**src/rtl/pipeline_debug_sequencer.sv**
```systemverilog
// Debug sequencer for the MIPS pipeline: gates PC/pipeline advance for
// continuous run or single step, stops on decode halt, and streams the
// register file out over a valid/ready port.
// Optional build macro DBG_CYCLE_LIMIT_EN: stops a RUN after MAX_CYCLES
// enabled cycles and raises a sticky o_timeout.
//
// state     | meaning
// ----------+-------------------------------------------------------------
// IDLE      | waiting for a command, pipeline frozen
// RUN       | pipeline advancing every cycle until halt (or cycle limit)
// STEP      | single enabled cycle, then back to IDLE (or HALTED on halt)
// DUMP_RD   | debug read address presented, data captured at cycle end
// DUMP_SEND | word offered on the dump port until the consumer takes it
// HALTED    | pipeline stopped by halt; only DUMP (or reset) does anything
module pipeline_debug_sequencer #(
  parameter int N_BITS     = 32,
  parameter int N_REG_BITS = 5,
  parameter int N_REGS     = 32,
  parameter int MAX_CYCLES = 1024
) (
  input  logic                  i_clk,
  input  logic                  i_reset,
  input  logic                  i_cmd_valid,
  input  logic [1:0]            i_cmd,
  output logic                  o_cmd_ready,
  input  logic                  i_halt,
  output logic                  o_pipe_enable,
  output logic [N_REG_BITS-1:0] o_dbg_reg_addr,
  input  logic [N_BITS-1:0]     i_dbg_reg_data,
  output logic                  o_dump_valid,
  output logic [N_BITS-1:0]     o_dump_data,
  output logic                  o_dump_last,
  input  logic                  i_dump_ready,
  output logic [N_BITS-1:0]     o_cycle_count,
  output logic                  o_halted,
  output logic                  o_timeout
);

  // Reject configurations that cannot address every dumped register.
  if (N_REGS < 1 || N_REGS > (1 << N_REG_BITS) || MAX_CYCLES < 1) begin : g_param_check
    $error("pipeline_debug_sequencer: illegal parameter combination");
  end

  localparam logic [1:0] CMD_NOP  = 2'b00;
  localparam logic [1:0] CMD_RUN  = 2'b01;
  localparam logic [1:0] CMD_STEP = 2'b10;
  localparam logic [1:0] CMD_DUMP = 2'b11;

  localparam logic [N_REG_BITS-1:0] LAST_ADDR = N_REG_BITS'(N_REGS - 1);

  typedef enum logic [2:0] {
    S_IDLE,
    S_RUN,
    S_STEP,
    S_DUMP_RD,
    S_DUMP_SEND,
    S_HALTED
  } state_t;

  state_t                  state_q, state_d;
  logic                    ret_halted_q, ret_halted_d;
  logic [N_REG_BITS-1:0]   addr_q, addr_d;
  logic [N_BITS-1:0]       dump_data_q;
  logic [N_BITS-1:0]       cycle_count_q;
  logic                    pipe_en;
  logic                    cmd_ready;
  logic                    dump_valid;
  logic                    capture;
  logic                    is_last;
  logic                    limit_hit;

  assign is_last = (addr_q == LAST_ADDR);

`ifdef DBG_CYCLE_LIMIT_EN
  logic timeout_q;

  assign limit_hit = (cycle_count_q == N_BITS'(MAX_CYCLES - 1));

  // Sticky timeout flag, set when a RUN is stopped by the cycle limit.
  always_ff @(posedge i_clk) begin
    if (i_reset) begin
      timeout_q <= 1'b0;
    end else if (state_q == S_RUN && pipe_en && limit_hit) begin
      timeout_q <= 1'b1;
    end
  end

  assign o_timeout = timeout_q;
`else
  assign limit_hit = 1'b0;
  assign o_timeout = 1'b0;
`endif

  // Next-state, command acceptance and per-state output decode.
  always_comb begin
    state_d      = state_q;
    ret_halted_d = ret_halted_q;
    addr_d       = addr_q;
    pipe_en      = 1'b0;
    cmd_ready    = 1'b0;
    dump_valid   = 1'b0;
    capture      = 1'b0;
    case (state_q)
      S_IDLE: begin
        cmd_ready = 1'b1;
        if (i_cmd_valid) begin
          case (i_cmd)
            CMD_RUN:  state_d = S_RUN;
            CMD_STEP: state_d = S_STEP;
            CMD_DUMP: begin
              state_d      = S_DUMP_RD;
              addr_d       = '0;
              ret_halted_d = 1'b0;
            end
            CMD_NOP:  state_d = S_IDLE;
            default:  state_d = S_IDLE;
          endcase
        end
      end
      S_RUN: begin
        pipe_en = !i_halt;
        if (i_halt) begin
          state_d = S_HALTED;
        end else if (limit_hit) begin
          state_d = S_HALTED;
        end
      end
      S_STEP: begin
        pipe_en = !i_halt;
        state_d = i_halt ? S_HALTED : S_IDLE;
      end
      S_DUMP_RD: begin
        capture = 1'b1;
        state_d = S_DUMP_SEND;
      end
      S_DUMP_SEND: begin
        dump_valid = 1'b1;
        if (i_dump_ready) begin
          if (is_last) begin
            addr_d  = '0;
            state_d = ret_halted_q ? S_HALTED : S_IDLE;
          end else begin
            addr_d  = addr_q + N_REG_BITS'(1);
            state_d = S_DUMP_RD;
          end
        end
      end
      S_HALTED: begin
        cmd_ready = 1'b1;
        // RUN/STEP/NOP are consumed but have no effect here.
        if (i_cmd_valid && i_cmd == CMD_DUMP) begin
          state_d      = S_DUMP_RD;
          addr_d       = '0;
          ret_halted_d = 1'b1;
        end
      end
      default: state_d = S_IDLE;
    endcase
  end

  // State, dump bookkeeping and saturating enabled-cycle counter.
  always_ff @(posedge i_clk) begin
    if (i_reset) begin
      state_q       <= S_IDLE;
      ret_halted_q  <= 1'b0;
      addr_q        <= '0;
      dump_data_q   <= '0;
      cycle_count_q <= '0;
    end else begin
      state_q      <= state_d;
      ret_halted_q <= ret_halted_d;
      addr_q       <= addr_d;
      if (capture) begin
        dump_data_q <= i_dbg_reg_data;
      end
      if (pipe_en && cycle_count_q != '1) begin
        cycle_count_q <= cycle_count_q + N_BITS'(1);
      end
    end
  end

  assign o_cmd_ready    = cmd_ready;
  assign o_pipe_enable  = pipe_en;
  assign o_dbg_reg_addr = addr_q;
  assign o_dump_valid   = dump_valid;
  assign o_dump_data    = dump_data_q;
  assign o_dump_last    = dump_valid & is_last;
  assign o_cycle_count  = cycle_count_q;
  assign o_halted       = (state_q == S_HALTED);

endmodule

```
**config.mk**
```make
export PLATFORM = sky130hd
export DESIGN_NAME = pipeline_debug_sequencer
export DESIGN_NICKNAME = d
export VERILOG_FILES = /design/src/rtl/pipeline_debug_sequencer.sv
export SDC_FILE = /design/constraint.sdc
export NUM_CORES = 1
export LEC_CHECK = 0
export CORE_AREA = 10 10 101 103
export CTS_CLUSTER_DIAMETER = 150
export DETAILED_ROUTE_END_ITERATION = 10
export DIE_AREA = 0 0 111 113
export GPL_TIMING_DRIVEN = 0
export PLACE_DENSITY = 0.74
export SYNTH_ARGS = -nofsm -noshare
export SYNTH_HDL_FRONTEND = slang
export SYNTH_SLANG_ARGS = --single-unit
export TNS_END_PERCENT = 20
```
**constraint.sdc**
```tcl
create_clock -name i_clk -period 2.3 [get_ports i_clk]
set_clock_uncertainty 0.1 [all_clocks]
set_input_delay 0.345 -clock i_clk [delete_from_list [all_inputs] [get_ports i_clk]]
set_output_delay 0.345 -clock i_clk [all_outputs]
set_load 0.02 [all_outputs]
```
==> flow_metrics.env, run 1 <==
export IMPL_outcome="complete, but fails checks"
export IMPL_violations="negative setup slack"
export IMPL_hold_buffers=0
export IMPL_setup_ws_ns=-0.07275
export IMPL_synth_cells=410
export IMPL_period_minus_slack_ns=2.373
export IMPL_cts_root_buf="clkbuf_8"
export IMPL_final_max_slew_viol_count=0
export IMPL_clkTransAtPathRegs_ns=0.08
export IMPL_worstHoldPathType="register to register"
export IMPL_rr_worst_depth=8
export IMPL_worstMarginPinSlew_ns=0.6547
export IMPL_yosysMostFrequentCell="nand2_1"
export IMPL_syn_nets=452
export IMPL_power_leakage_nw=1.684
export IMPL_ys_types=51
export IMPL_seq_area_frac_synth=0.4458
export IMPL_synth_edf_count=0
export IMPL_yosys_area_top_type="dfxtp_1"
export IMPL_layout_cells_non_filler=655
export IMPL_wl_um=10910
export IMPL_synth_async_reset_ratio=0
export IMPL_holdPathStages=2
export IMPL_syn_area_per_cell_um2=7.995
export IMPL_first_pass_iters=5
export IMPL_fin_nets=587
export IMPL_synth_seq_cells=73
export IMPL_max_slew_margin_rel=0.5627
export IMPL_total_power_mw=3.330
export IMPL_place_inst=627
export IMPL_p_per_area_mw_per_mm2=659.0
export IMPL_yosysWarnings=0
export IMPL_initial_core_util=0.4030
export IMPL_start_kind="register"
export IMPL_syn_to_final_growth_pct=54.12
export IMPL_n_antenna_cell=0
export IMPL_setup_viol=5
export IMPL_hold_violations=0
export IMPL_htreeDepth=3
export IMPL_core_mm2=0.008134
export IMPL_grt_first_pass_wirelength_um=17200
export IMPL_dieWidth_um=111
export IMPL_grt_max_degree=13
export IMPL_worstPathArrival_ns=2.55
export IMPL_cts_made_buffers=9
export IMPL_die_height_um=113
export IMPL_synth_common_cells="nand2_1, dfxtp_1, a21oi_1"
export IMPL_gr_usage_all_layers=0.1606
export IMPL_hpwl_um=7861
export IMPL_syn_area_mm2=0.003278
export IMPL_grt_antenna_before_repair=0
export IMPL_drv_cap=0
export IMPL_endpoint_kind="register"
export IMPL_io_buffers=112
export IMPL_layout_drive_gt1_share=0.1436
export IMPL_ios=114
export IMPL_peakVddDrop_mv=0.3549
export IMPL_wl_per_cell_um=16.65
export IMPL_hold_ws_ns=0.3550
export IMPL_synth_flop_cell="dfxtp_1"
export IMPL_worst_path_max_fanout=7
export IMPL_insertion_delay_ns=0.35
export IMPL_cts_sinks=73
export IMPL_netlist_area_leader_share=0.4458
export IMPL_ant_nets=0
export IMPL_vias=3497
export IMPL_max_freq_mhz=421.5
export IMPL_cts_tree="built"
export IMPL_core_rowCount=33
export IMPL_totalNegativeSetupSlack_ns=-0.1695
export IMPL_routed_via_density=5.339
export IMPL_place_worst_setup_slack_ns=-0.6620
export IMPL_dr_first_iter_drc_count=188
export IMPL_ys_top_cells_by_area="dfxtp_1, nand2_1, a21oi_1"
export IMPL_cts_buffer_depth=2
export IMPL_dieArea_mm2=0.01254
export IMPL_grt_pass1_vias=3311
export IMPL_gp_congestion=0.8680
export IMPL_drc=0
export IMPL_rsz0062_at_grt="true"
export IMPL_crit_type="register to register"
export IMPL_grt_overflow=0
export IMPL_required_ns=2.47
export IMPL_finalCritPeriodShare=1.032
[where the power goes]
group	total [mW]	leakage, nW	internal, mW	switching (mW)
registers	1.41	0.598	1.33	0.0807
logic	0.759	0.971	0.332	0.427
clock network	1.16	0.115	0.667	0.492
total	3.33	1.68	2.33	1.00
[what timing repair did]
action,CTS,global route
gates resized for setup,19,38
setup endpoints to repair,28,24
pin swaps,3,12
setup buffers,0,13
[per-stage QoR]
stage | util | cell area [µm²]
global route | 0.6211 | 5052
global placement | 0.5648 | 4594
finish | 0.6211 | 5052
CTS | 0.5979 | 4863
floorplan | - | 3342
detailed placement | 0.5648 | 4594
[critical path, cell delays in order (launching register included)]
cell and delay (ns):
dfxtp_4 0.37, ha_4 0.16, and3_4 0.17, buf_8 0.13, and2_4 0.16, a2111o_1 0.45, buf_4 0.15, or4_4 0.50
a21oi_2 0.11
[sequential cells by signal, indices dropped and copies added, names as in the netlist]
name	count
ret_halted_q	1
o_dbg_reg_addr	5
o_cycle_count	32
o_dump_data	32
state_q	3
[final cells by class]
type / count / area (µm²)
sequential: 73 / 1493
multi-input combinational: 305 / 1821
tap: 105 / 131.4
clock buffer: 11 / 151.4
timing repair buffer: 125 / 1221
inverter: 6 / 22.52
buffer: 25 / 135.1
clock inverter: 5 / 77.57
fill: 710 / 3082
[path summary, 6_finish.rpt]
path               startpoint                end  slack [ns]
max          o_cycle_count[0]  o_cycle_count[25]       -0.07
min            o_dump_data[0]     o_dump_data[0]        0.36
max reg2reg  o_cycle_count[0]  o_cycle_count[25]       -0.07
min reg2reg    o_dump_data[0]     o_dump_data[0]        0.36
[layout by cell type (no fill, tap or decap), drive strengths merged, types with 8 or more instances in the layout]
master / instances
xnor2: 12
nand2: 82
nand4: 9
dfxtp: 73
buf: 18
a21oi: 61
o31ai: 8
nor2: 26
clkbuf: 31
clkdlybuf4s50: 107
o21ai: 9
nand3: 15
[layer usage]
layer | vias to the layer above | routed length, µm | track usage
met5 | - | 0 | 0
met4 | 0 | 115 | 0.05816
met3 | 10 | 713 | 0.04173
met2 | 132 | 5313 | 0.2649
met1 | 1626 | 4764 | 0.1973
li1 | 1729 | - | -
[logic make-up (layout without fill, tap and decap cells)]
group | after synthesis | count (layout) | synth area share
and+or+nand+nor | 184 | 184 | 0.2725
muxes | 2 | 2 | 0.006107
DFF | 73 | 73 | 0.4458
adders and majority gates | 3 | 3 | 0.01145
xor gates and xnor gates | 13 | 13 | 0.03473
AOI/OAI and AO/OA | 102 | 102 | 0.1889
buffers and inverters | 32 | 172 | 0.03931
other | 1 | 1 | 0.001144
Power figures use the tool's default switching activity.
==> run 2, diff against run 1 <==
--- a/config.mk
+++ b/config.mk
@@ -11,6 +11,7 @@
 export DIE_AREA = 0 0 111 113
 export GPL_TIMING_DRIVEN = 0
 export PLACE_DENSITY = 0.74
+export SETUP_SLACK_MARGIN = 0.15
 export SYNTH_ARGS = -nofsm -noshare
 export SYNTH_HDL_FRONTEND = slang
 export SYNTH_SLANG_ARGS = --single-unit
==> run 2 against run 1 <==
  * The run still ends with negative setup slack left
  * Design area grew 1.2%
  * Non-clock buffer count grew 4
  * Combinational power grew 2%
==> flow_metrics.env, run 2 (synthesized netlist as in run 1, its figures left out) <==
export IMPL_endpoint_kind="register"
export IMPL_cts_tree="built"
export IMPL_grt_overflow=0
export IMPL_io_buffers=112
export IMPL_internal_power_mw=2.368
export IMPL_final_common_cell="clkdlybuf4s50_1"
export IMPL_cts_root_buf="clkbuf_8"
export IMPL_max_stage_delay_ns=0.52
export IMPL_clock_power_share=0.355
export IMPL_hold_violations=0
export IMPL_cp_slowest_cell="or4_4"
export IMPL_cts_made_buffers=9
export IMPL_gr_usage_all_layers=0.1662
export IMPL_cts_sinks=73
export IMPL_totalNegativeSetupSlack_ns=-0.09107
export IMPL_die_height_um=113
export IMPL_drc=0
export IMPL_gp_congestion=0.8782
export IMPL_start_kind="register"
export IMPL_drv_cap=0
export IMPL_ios=114
export IMPL_power_leakage_nw=1.700
export IMPL_wl_per_cell_um=16.37
export IMPL_crit_type="register to register"
export IMPL_required_ns=2.48
export IMPL_worstPathArrival_ns=2.52
export IMPL_ant_nets=0
export IMPL_rsz0062_at_grt="true"
export IMPL_fin_nets=591
export IMPL_syn_to_final_growth_pct=55.99
export IMPL_htreeDepth=3
export IMPL_setup_viol=2
export IMPL_seq_area_mm2=0.001489
export IMPL_p_sw_frac=0.3058
export IMPL_setup_ws_ns=-0.04812
export IMPL_place_worst_setup_slack_ns=-0.5932
export IMPL_insertion_delay_ns=0.35
export IMPL_hpwl_um=7781
export IMPL_dieArea_mm2=0.01254
export IMPL_p_per_area_mw_per_mm2=667.2
export IMPL_final_max_slew_viol_count=0
export IMPL_finalCritPeriodShare=1.021
export IMPL_path_cells="ha_4, and3_4, buf_8, buf_6, nand4_4, or4_4, buf_6, or4_1, a21oi_1"
export IMPL_max_slew_margin_rel=0.6283
export IMPL_fin_util=0.6287
export IMPL_worst_path_max_fanout=6
export IMPL_grt_first_pass_wirelength_um=17670
export IMPL_outcome="complete, but fails checks"
export IMPL_cts_buffer_depth=2
export IMPL_multi_input_area_mm2=0.001839
export IMPL_core_rowCount=33
export IMPL_clkTransAtPathRegs_ns=0.09
export IMPL_grt_antenna_before_repair=0
export IMPL_routed_via_density=5.395
export IMPL_worstMarginPinSlew_ns=0.5575
export IMPL_period_minus_slack_ns=2.348
export IMPL_first_pass_iters=5
export IMPL_wl_um=10790
export IMPL_peakVddDrop_mv=0.2810
export IMPL_violations="negative setup slack"
export IMPL_power_switching_mw=1.043
export IMPL_grt_max_degree=15
export IMPL_vias=3555
export IMPL_layout_drive_gt1_share=0.1516
export IMPL_combPwrFrac=0.227
export IMPL_final_cell_mix="clkdlybuf4s50_1, nand2_1, a21oi_1, dfxtp_1, nor2_1"
export IMPL_dr_first_iter_drc_count=183
export IMPL_n_antenna_cell=0
export IMPL_fillers=692
export IMPL_max_freq_mhz=425.9
export IMPL_path_common_cell="buf_6"
export IMPL_worstHoldPathType="register to register"
export IMPL_initial_core_util=0.4030
export IMPL_grt_pass1_vias=3483
export IMPL_sequentialPowerShare=0.418
export IMPL_dieWidth_um=111
export IMPL_core_mm2=0.008134
run 2: worst max-delay path: cells and delay by family, from the launching register on:
kind / cells / cell delay, ns
AO/OA/AOI/OAI: 1 / 0.12
buffers and inverters: 3 / 0.33
flip-flops: 1 / 0.38
adder cells (fa/ha/maj): 1 / 0.14
AND/OR/NAND/NOR: 4 / 1.20
run 2: final timing paths:
path | from | end | slack, ns | cells after the start
setup / recovery | o_cycle_count[0] | o_cycle_count[28] | -0.05 | 9
hold / removal | o_dump_data[21] | o_dump_data[21] | 0.36 | 2
hold reg to reg | o_dump_data[21] | o_dump_data[21] | 0.36 | 2
setup reg to reg | o_cycle_count[0] | o_cycle_count[28] | -0.05 | 9
run 2: final cells by class:
| class | count | share of cell area |
|---|---|---|
| Multi-Input combinational cell | 305 | 0.3597 |
| Clock inverter | 6 | 0.01860 |
| Inverter | 6 | 0.004404 |
| Buffer | 26 | 0.02838 |
| Tap cell | 105 | 0.02569 |
| Clock buffer | 10 | 0.02912 |
| Sequential cell | 73 | 0.2912 |
| Timing Repair Buffer | 128 | 0.2430 |
run 2: per-layer routing:
layer  track usage  up-vias  routed length, µm
met2        0.2724      140               5204
met5             0        -                  0
li1              -     1735                  -
met4       0.06337        0                163
met3       0.05441       16                806
met1        0.1978     1664               4613
run 2: what timing repair did:
item                       in CTS  in global routing
setup buffers                  11                  5
resized for setup              36                 21
pin swaps                      18                 11
hold buffers                    0                  0
setup endpoints to repair      37                 33
run 2: metrics by stage:
stage                     hold WS [ns]  std cells  total power [mW]  area [µm²]
after global placement          0.3416        627             2.147        4597
final                           0.3561        659             3.412        5114
after global routing            0.3753        659             3.574        5114
after CTS                       0.3566        654             3.403        5042
after detailed placement        0.3454        627             2.161        4597
after floorplan                 0.3662        410             1.845        3344
run 2: power groups by stage:
stage / registers [mW] / logic (mW) / clock network (mW)
6_report: 1.43 / 0.774 / 1.21
5_1_grt: 1.43 / 0.854 / 1.29
4_1_cts: 1.42 / 0.750 / 1.23
3_5_place_dp: 1.43 / 0.733 / 0
3_3_place_gp: 1.43 / 0.722 / 0
2_1_floorplan: 1.47 / 0.373 / 0
==> run 3, diff against run 2 <==
--- a/config.mk
+++ b/config.mk
@@ -5,12 +5,11 @@
 export SDC_FILE = /design/constraint.sdc
 export NUM_CORES = 1
 export LEC_CHECK = 0
-export CORE_AREA = 10 10 101 103
-export CTS_CLUSTER_DIAMETER = 150
+export CORE_AREA = 10 10 97 99
 export DETAILED_ROUTE_END_ITERATION = 10
-export DIE_AREA = 0 0 111 113
+export DIE_AREA = 0 0 107 109
 export GPL_TIMING_DRIVEN = 0
-export PLACE_DENSITY = 0.74
+export PLACE_DENSITY = 0.77
 export SETUP_SLACK_MARGIN = 0.15
 export SYNTH_ARGS = -nofsm -noshare
 export SYNTH_HDL_FRONTEND = slang
==> constraint.sdc (replaced) <==
create_clock -name i_clk -period 2.6 [get_ports i_clk]
set_clock_uncertainty 0.1 [all_clocks]
set_input_delay 0.39 -clock i_clk [delete_from_list [all_inputs] [get_ports i_clk]]
set_output_delay 0.39 -clock i_clk [all_outputs]
set_load 0.02 [all_outputs]
==> run 3 against run 2 <==
  * The flow now finishes without violations
  * Core utilization grew 1.8 points
  * Highest routed layer unchanged
  * Via count shrank 3.8%
  * Non-clock buffer count shrank 15
  * Critical path depth shrank 6
  * Clock power shrank 25%
==> flow_metrics.env, run 3 (synthesized netlist as in run 1, its figures left out) <==
export IMPL_grt_antenna_before_repair=0
export IMPL_routed_via_density=5.334
export IMPL_grt_first_pass_wirelength_um=16390
export IMPL_highest_layer="met4"
export IMPL_period_minus_slack_ns=2.415
export IMPL_n_antenna_cell=0
export IMPL_cts_made_buffers=9
export IMPL_drv_cap=0
export IMPL_vias=3419
export IMPL_final_cell_mix="clkdlybuf4s50_1, nand2_1, dfxtp_1, a21oi_1, nor2_1"
export IMPL_die_height_um=109
export IMPL_io_buffers=112
export IMPL_cts_buffer_depth=2
export IMPL_grt_pass1_vias=3385
export IMPL_met1_length_um=4164
export IMPL_place_area_mm2=0.004538
export IMPL_worstHoldPathType="register to register"
export IMPL_rsz0062_at_grt="true"
export IMPL_totalNegativeSetupSlack_ns=0
export IMPL_layout_drive_gt1_share=0.09647
export IMPL_final_max_slew_viol_count=0
export IMPL_initial_core_util=0.4355
export IMPL_r2r_end="o_cycle_count[27]"
export IMPL_syn_to_final_growth_pct=48.40
export IMPL_total_power_mw=2.821
export IMPL_drc=0
export IMPL_p_per_area_mw_per_mm2=579.9
export IMPL_ios=114
export IMPL_cts_sinks=73
export IMPL_hold_buffers=0
export IMPL_max_freq_mhz=414.0
export IMPL_finalCritPeriodShare=0.9290
export IMPL_dieArea_mm2=0.01166
export IMPL_clkTransAtPathRegs_ns=0.08
export IMPL_first_pass_iters=4
export IMPL_r2r_slack_ns=0.19
export IMPL_rr_startpoint="o_cycle_count[1]"
export IMPL_peakVddDrop_mv=0.3648
export IMPL_hp_start="o_dump_data[2]"
export IMPL_setup_viol=0
export IMPL_hpwl_um=7649
export IMPL_grt_max_degree=15
export IMPL_grt_overflow=0
export IMPL_dr_first_iter_drc_count=209
export IMPL_crit_type="register to output pin"
export IMPL_insertion_delay_ns=0.35
export IMPL_start_kind="register"
export IMPL_met2_length_um=5071
export IMPL_outcome="finished, final reports clean"
export IMPL_cts_tree="built"
export IMPL_gr_usage_all_layers=0.1709
export IMPL_max_slew_margin_rel=0.5943
export IMPL_fin_nets=576
export IMPL_htreeDepth=3
export IMPL_worst_path_max_fanout=10
export IMPL_required_ns=2.11
export IMPL_endpoint_kind="output pin"
export IMPL_ant_nets=0
export IMPL_rr_worst_depth=8
export IMPL_dieWidth_um=107
export IMPL_core_rowCount=32
export IMPL_power_leakage_nw=1.610
export IMPL_gp_congestion=0.9047
export IMPL_worstMarginPinSlew_ns=0.6073
export IMPL_core_mm2=0.007527
export IMPL_holdPathStages=2
export IMPL_final_common_cell="clkdlybuf4s50_1"
export IMPL_fin_area_mm2=0.004865
export IMPL_cts_root_buf="clkbuf_8"
export IMPL_hold_path_endpoint="o_dump_data[2]"
export IMPL_wl_per_cell_um=15.89
export IMPL_worstPathArrival_ns=1.93
export IMPL_wl_met3_um=769
export IMPL_hold_violations=0
export IMPL_wl_um=10180
[run 3: changes by cell type in the layout (fill, tap and decap cells not counted), moves of 2 or more]
cell	change
buf_6	-2
buf_4	-13
ha_1	+2
dfxtp_2	-8
clkbuf_2	+2
dfxtp_1	+9
clkbuf_4	-3
[run 3: worst max-delay path, stage by stage, from the launching register on]
cell             delay, ns
dfxtp_1               0.50
clkbuf_2              0.26
and3_1                0.20
clkdlybuf4s50_1       0.62
[run 3: report_power, final]
| group | internal [mW] | total (mW) | switching, mW |
|---|---|---|---|
| clock network | 0.451 | 0.906 | 0.455 |
| registers | 1.18 | 1.25 | 0.0729 |
| logic | 0.286 | 0.661 | 0.376 |
| total | 1.92 | 2.82 | 0.904 |
[run 3: layer usage]
metal,GRT usage,up-vias
li1,-,1714
met1,0.1976,1582
met2,0.2858,107
met3,0.05900,16
met4,0.06673,0
met5,0,-
[run 3: worst max-delay path by stage]
stage                           startpoint                end  cells past startpoint
after floorplan           o_cycle_count[0]  o_cycle_count[27]                      8
after detailed placement            i_halt  o_cycle_count[27]                      7
after CTS                       state_q[0]       o_dump_valid                      3
after global placement              i_halt  o_cycle_count[27]                      7
after global routing      o_cycle_count[0]  o_cycle_count[26]                      8
final                           state_q[2]           o_halted                      3
[run 3: cell type report]
class	count	area, µm²
plain buffers	26	137.6
clock buffers	9	123.9
clock inverters	7	77.57
fillers	661	2663
inverters	6	22.52
multi-input cells	305	1777
flip-flops and latches	73	1475
well taps	102	127.6
repair buffers	113	1124
[run 3: timing repair]
action	CTS	global route
buffers inserted	0	1
endpoints found under the setup margin	21	24
gates resized for setup	23	23
pin swaps	3	8
[run 3: through the flow]
stage | util | std cells | hold WS, ns | worst slack (ns)
global route | 0.6463 | 641 | 0.3738 | 0.09038
finish | 0.6463 | 641 | 0.3558 | 0.1846
floorplan | - | 410 | 0.3662 | 0.1288
CTS | 0.6385 | 640 | 0.3581 | 0.07505
detailed placement | 0.6029 | 624 | 0.3459 | -0.3292
global placement | 0.6029 | 624 | 0.3421 | -0.3032
==> RTL change 1 (flow settings as in run 2) <==
The option `DBG_CYCLE_LIMIT_EN` is turned on by a define.
--- a/src/rtl/pipeline_debug_sequencer.sv
+++ b/src/rtl/pipeline_debug_sequencer.sv
@@ -13,4 +13,6 @@
 // DUMP_SEND | word offered on the dump port until the consumer takes it
 // HALTED    | pipeline stopped by halt; only DUMP (or reset) does anything
+`define DBG_CYCLE_LIMIT_EN
+
 module pipeline_debug_sequencer #(
   parameter int N_BITS     = 32,
Check against the original RTL: no difference found for any inputs over 10 cycles, from zero or initial values and one cycle with i_reset high; that may be too few to reach the edited logic, so the function may still have changed.
==> RTL change 1 against run 2 <==
Setup slack improved by 0.12 ns. Synthesized area increased by 3.8%. Power decreased by 7.5%. Design area increased by 0.78%. Routed wire length decreased by 0.61%. Highest routed layer unchanged. Largest cell class unchanged. Sequential cell count increased by 1. Critical path type unchanged.
==> RTL change 1: results (changes against run 2) <==
| Metric | Value |
|---|---|
| Outcome | completed |
| Worst Hold Class | register to register |
| Least-Margin Pin Slew | 0.583 ns (+0.0259 ns) |
| CTS Buf Count | 9 (unchanged) |
| Clock Latency Late Sink | around 0.36 ns |
| Post-synth cell types | 51 (unchanged) |
| Ys async rst share | 0% (unchanged) |
| Number of iterations in the first detailed-routing pass | 4 (-1) |
| M3 GR Usage | 8.61% (+3.2 points) |
| Reg-to-Reg Start | o_cycle_count[16] |
| Net Count, Synth | 465 (+2.9%) |
| Fin nets | 599 (+1.4%) |
| Global-route usage over all layers | 15.8% (-0.82 points) |
| Sequential share of the synthesized area | 43.5% (-1.1 points) |
| CTS root buf | clkbuf_8 |
| Yosys warns | 0 (unchanged) |
| Worst Hold Launch | o_dump_data[14] |
| RD Place Congestion | 0.902 (+2.8%) |
| Largest net degree at the start of global routing | 14 (-1) |
| Commonest cells post-synth | nand2_1 (80), dfxtp_1 (74), a21oi_1 (59) |
| Ranking of synthesized cells by area | dfxtp_1 (44%), nand2_1 (8.8%), a21oi_1 (8.7%), nor2_1 (2.8%), xnor2_1 (2.6%) |
| Worst Path Arrival | 2.39 ns (-0.13 ns) |
| Met1 Track Usage GR | 16.7% (-3.1 points) |
| Initial antenna violation count | 0 (unchanged) |
| # H-tree levels | 3 (unchanged) |
| Clk slew on worst S/H paths | 0.08 ns |
| Clock Tree Buf Depth | 2 (unchanged) |
| Max rail drop VDD | 0.317 mV (+13%) |
| Vias in the first global route | 3352 (-3.8%) |
| Port-buffer cells | 112 (unchanged) |
| Post-synth top flop | dfxtp_1 |
| P_leak | 1.77 nW (+4.4%) |
| DRT Wirelength | 10700 um (-0.61%) |
| Crit Path Class | register to register |
| Global Route met2 Usage | 26.3% (-0.98 points) |
| Post-DP HPWL | 7820 um (+0.56%) |
| EDFF count, synth | 0 (unchanged) |
| Worst-path fanout max | 10 (+4) |
| DR vias | 3582 (+0.76%) |
| First-pass GRT wire length | 16700 um (-5.6%) |
| 1st-iter DRT viols | 174 (-4.9%) |
| Fraction of layout instances using a drive strength above 1 | 14.8% (-0.39 points) |
| Antenna Cells | 0 (unchanged) |
## RTL change 1: changes by cell type after synthesis, moves of 3 or more
cell,change
nor4_1,+6
a211oi_1,-3
or3_1,+4
o21ai_1,+5
inv_1,+3
nand2b_1,+3
clkbuf_1,-3
## RTL change 1: cells by family (layout without fill, tap and decap cells)
kind of cell | count (synthesis) | in the layout | synth area share (%)
flops | 74 | 74 | 43.5
fa+ha+maj | 3 | 3 | 1.10
simple gates | 204 | 204 | 31.1
buf+inv | 31 | 170 | 3.57
xor+xnor | 12 | 12 | 3.31
compound gates | 97 | 97 | 16.8
mux | 2 | 2 | 0.625
## RTL change 1: final cells by class
cell class	count	area [um2]
plain buffers	23	118
clock buffers	9	124
clock inverters	7	116
fillers	682	2980
inverters	8	30.0
multi-input cells	318	1890
flip-flops and latches	74	1540
well taps	105	131
repair buffers	123	1210
## RTL change 1: final timing paths
kind         depth (start not counted)           endpoint  slack (ns)
min reg2reg                          2    o_dump_data[14]        0.36
min                                  2    o_dump_data[14]        0.36
max                                  6  o_cycle_count[12]        0.07
max reg2reg                          6  o_cycle_count[12]        0.07
## RTL change 1: per-stage QoR
stage	util [%]	total power (W)	worst slack, ns	instances	cell area [um2]
2_1_floorplan	-	0.00167	0.151	423	3420
3_3_place_gp	57.5	0.00189	-0.336	640	4670
3_5_place_dp	57.5	0.00190	-0.371	640	4670
4_1_cts	61.3	0.00312	0.00408	657	4990
5_1_grt	63.4	0.00329	-0.0284	667	5150
6_report	63.4	0.00316	0.0736	667	5150
## RTL change 1: report_power, final
group	internal, W	switching [W]
sequential	0.00131	0.0000354
combinational	0.000271	0.000306
clock	0.000721	0.000518
## RTL change 1: what timing repair did
action	in CTS	in global routing
endpoints found under the setup margin	58	56
pin swaps	9	9
cloned	0	1
buffers inserted	1	9
gates resized for setup	33	29
endpoints found under the hold margin	0	0
## RTL change 1: routing by layer
metal,share of wire (%),up-vias
met5,0,-
met4,1.7,0
met3,12,17
met2,48,122
met1,39,1656
li1,-,1787
## RTL change 1: worst max-delay path: stages, from the launching register on
cell and delay (ns):
dfxtp_1 0.38, and4_4 0.24, and4_2 0.27, a31o_2 0.30, clkbuf_4 0.20, or4_1 0.50
a21oi_1 0.16
==> RTL change 2 (settings of run 2) <==
Made on the original files. Take the reset off `addr_q` and load it in a clocked block of its own.
--- a/src/rtl/pipeline_debug_sequencer.sv
+++ b/src/rtl/pipeline_debug_sequencer.sv
@@ -164,5 +164,4 @@
       state_q       <= S_IDLE;
       ret_halted_q  <= 1'b0;
-      addr_q        <= '0;
       dump_data_q   <= '0;
       cycle_count_q <= '0;
@@ -170,5 +169,4 @@
       state_q      <= state_d;
       ret_halted_q <= ret_halted_d;
-      addr_q       <= addr_d;
       if (capture) begin
         dump_data_q <= i_dbg_reg_data;
@@ -178,4 +176,8 @@
       end
     end
+  end
+
+  always_ff @(posedge i_clk) begin
+    addr_q <= addr_d;
   end
 
Function: differs if i_reset is asserted again (counterexample within 4 cycles, from zero or initial values and one cycle with i_reset high); with i_reset held inactive, the same outputs for 10 cycles.
==> RTL change 2 against run 2 <==
Synthesized area increased by 3.7%. Design area increased by 6.0%. Largest cell class unchanged. Routed wire length increased by 0.22%. Non-clock buffer count increased by 8. Power decreased by 1.5%. Largest power group unchanged. Sequential cell count unchanged. Sequential share of layout area decreased by 0.16 points. Setup slack improved by 0.078 ns. Die area unchanged. Combinational power increased by 15%.
==> RTL change 2: results (changes against run 2) <==
| Metric | Value |
|---|---|
| Pre-CTS WS | -0.349 ns (+0.245 ns) |
| Max rail drop VDD | 0.372 mV (+32%) |
| Number of iterations in the first detailed-routing pass | 7 (+2) |
| Max Cap Viol | 0 (unchanged) |
| Internal cell power | 0.00233 W (-1.5%) |
| P_leak | 1.76 nW (+3.8%) |
| Peak Freq | 440 MHz (+3.4%) |
| Post-DP HPWL | 7520 um (-3.3%) |
| Sw Ratio | 30.6% (about the same) |
| Cells on worst reg2reg path | 7 (-2) |
| Global Route met2 Usage | 27.1% (-0.16 points) |
| Dpl cell area | 4710 um2 (+2.5%) |
| Post-CTS Resized | 29 (-19%) |
| Outcome | completed |
| Placed cells | 641 (+2.2%) |
| Sequential share of the synthesized area | 44.5% (-0.12 points) |
| WHS Endpoint | o_dump_data[16] |
| Worst Path Arrival | 2.40 ns (-0.12 ns) |
| Net Count, Synth | 467 (+3.3%) |
| Clock power frac | 31.9% (-3.6 points) |
| Final setup viols | 0 (-2) |
| Worst Hold Launch | o_dump_data[16] |
| M3 GR Usage | 5.92% (+0.48 points) |
| Commonest cells post-synth | nand2_1 (85), dfxtp_1 (68), a21oi_1 (63) |
| EDFF count, synth | 5 (+5) |
| Crit path to | o_cycle_count[5] |
| DRT Wirelength | 10800 um (+0.22%) |
| Largest net degree at the start of global routing | 13 (-2) |
| Reg2reg setup slack | 0.03 ns (+0.08 ns) |
| DR WL met2 | 5310 um (+1.9%) |
| Worst-path fanout max | 7 (+1) |
| Critical Path Max Stage Delay | 0.46 ns (-0.06 ns) |
| Cell with the most instances after synthesis | nand2_1 |
| DR vias/cell | 5.45 (+0.94%) |
| Ranking of synthesized cells by area | dfxtp_1 (40%), nand2_1 (9.4%), a21oi_1 (9.3%), edfxtp_1 (4.4%), nor2_1 (3.4%) |
| Met1 Track Usage GR | 17.1% (-2.6 points) |
| Post-synth cell types | 46 (-9.8%) |
| CP Launch Point | o_cycle_count[0] |
| Fill cell count | 652 (-5.8%) |
| WHS | 0.355 ns (-0.00132 ns) |
| Antenna Cells | 0 (unchanged) |
| Post-CTS setup buffer count | 6 (-5) |
| DR vias | 3692 (+3.9%) |
| Wire length on met1 | 4230 um (-8.2%) |
| RD Place Congestion | 0.812 (-7.6%) |
| Syn avg cell area | 8.00 um2 (about the same) |
| First-pass GRT wire length | 16800 um (-4.8%) |
| Port-buffer cells | 111 (-0.89%) |
| Least-Margin Pin Slew | 0.607 ns (+0.0494 ns) |
| Global-route usage over all layers | 15.7% (-0.90 points) |
| Fraction of layout instances using a drive strength above 1 | 22.0% (+6.8 points) |
| Fin nets | 611 (+3.4%) |
| P_comb | 0.000891 W (+15%) |
RTL change 2: changes by cell type in the layout (fill, tap and decap cells not counted), moves of 4 or more:
cell,before,now
buf_4,15,20
nor4_4,1,7
clkbuf_2,2,6
dfxtp_1,57,43
or4_1,4,12
nor2_1,25,29
mux2_4,0,5
and4_1,5,0
dfxtp_4,3,11
a211oi_1,4,0
edfxtp_1,0,5
xnor2_1,12,1
or3_1,6,12
RTL change 2: logic make-up after synthesis:
family	after synthesis	synth area share [%]
compound gates	98	16.7
xor+xnor	5	1.29
fa+ha+maj	3	1.10
buf+inv	36	4.53
flops	73	44.5
mux	7	2.28
other cells	1	0.110
simple gates	202	29.5
RTL change 2: layout make-up:
cell class              instances  area [um2]  share of cell area (%)
inverters                       7        26.3                   0.485
repair buffers                133        1280                    23.6
multi-input cells             316        2030                    37.4
flip-flops and latches         73        1570                    29.0
well taps                     105         131                    2.42
clock buffers                  11         163                    3.00
plain buffers                  29         178                    3.28
clock inverters                 4        48.8                   0.900
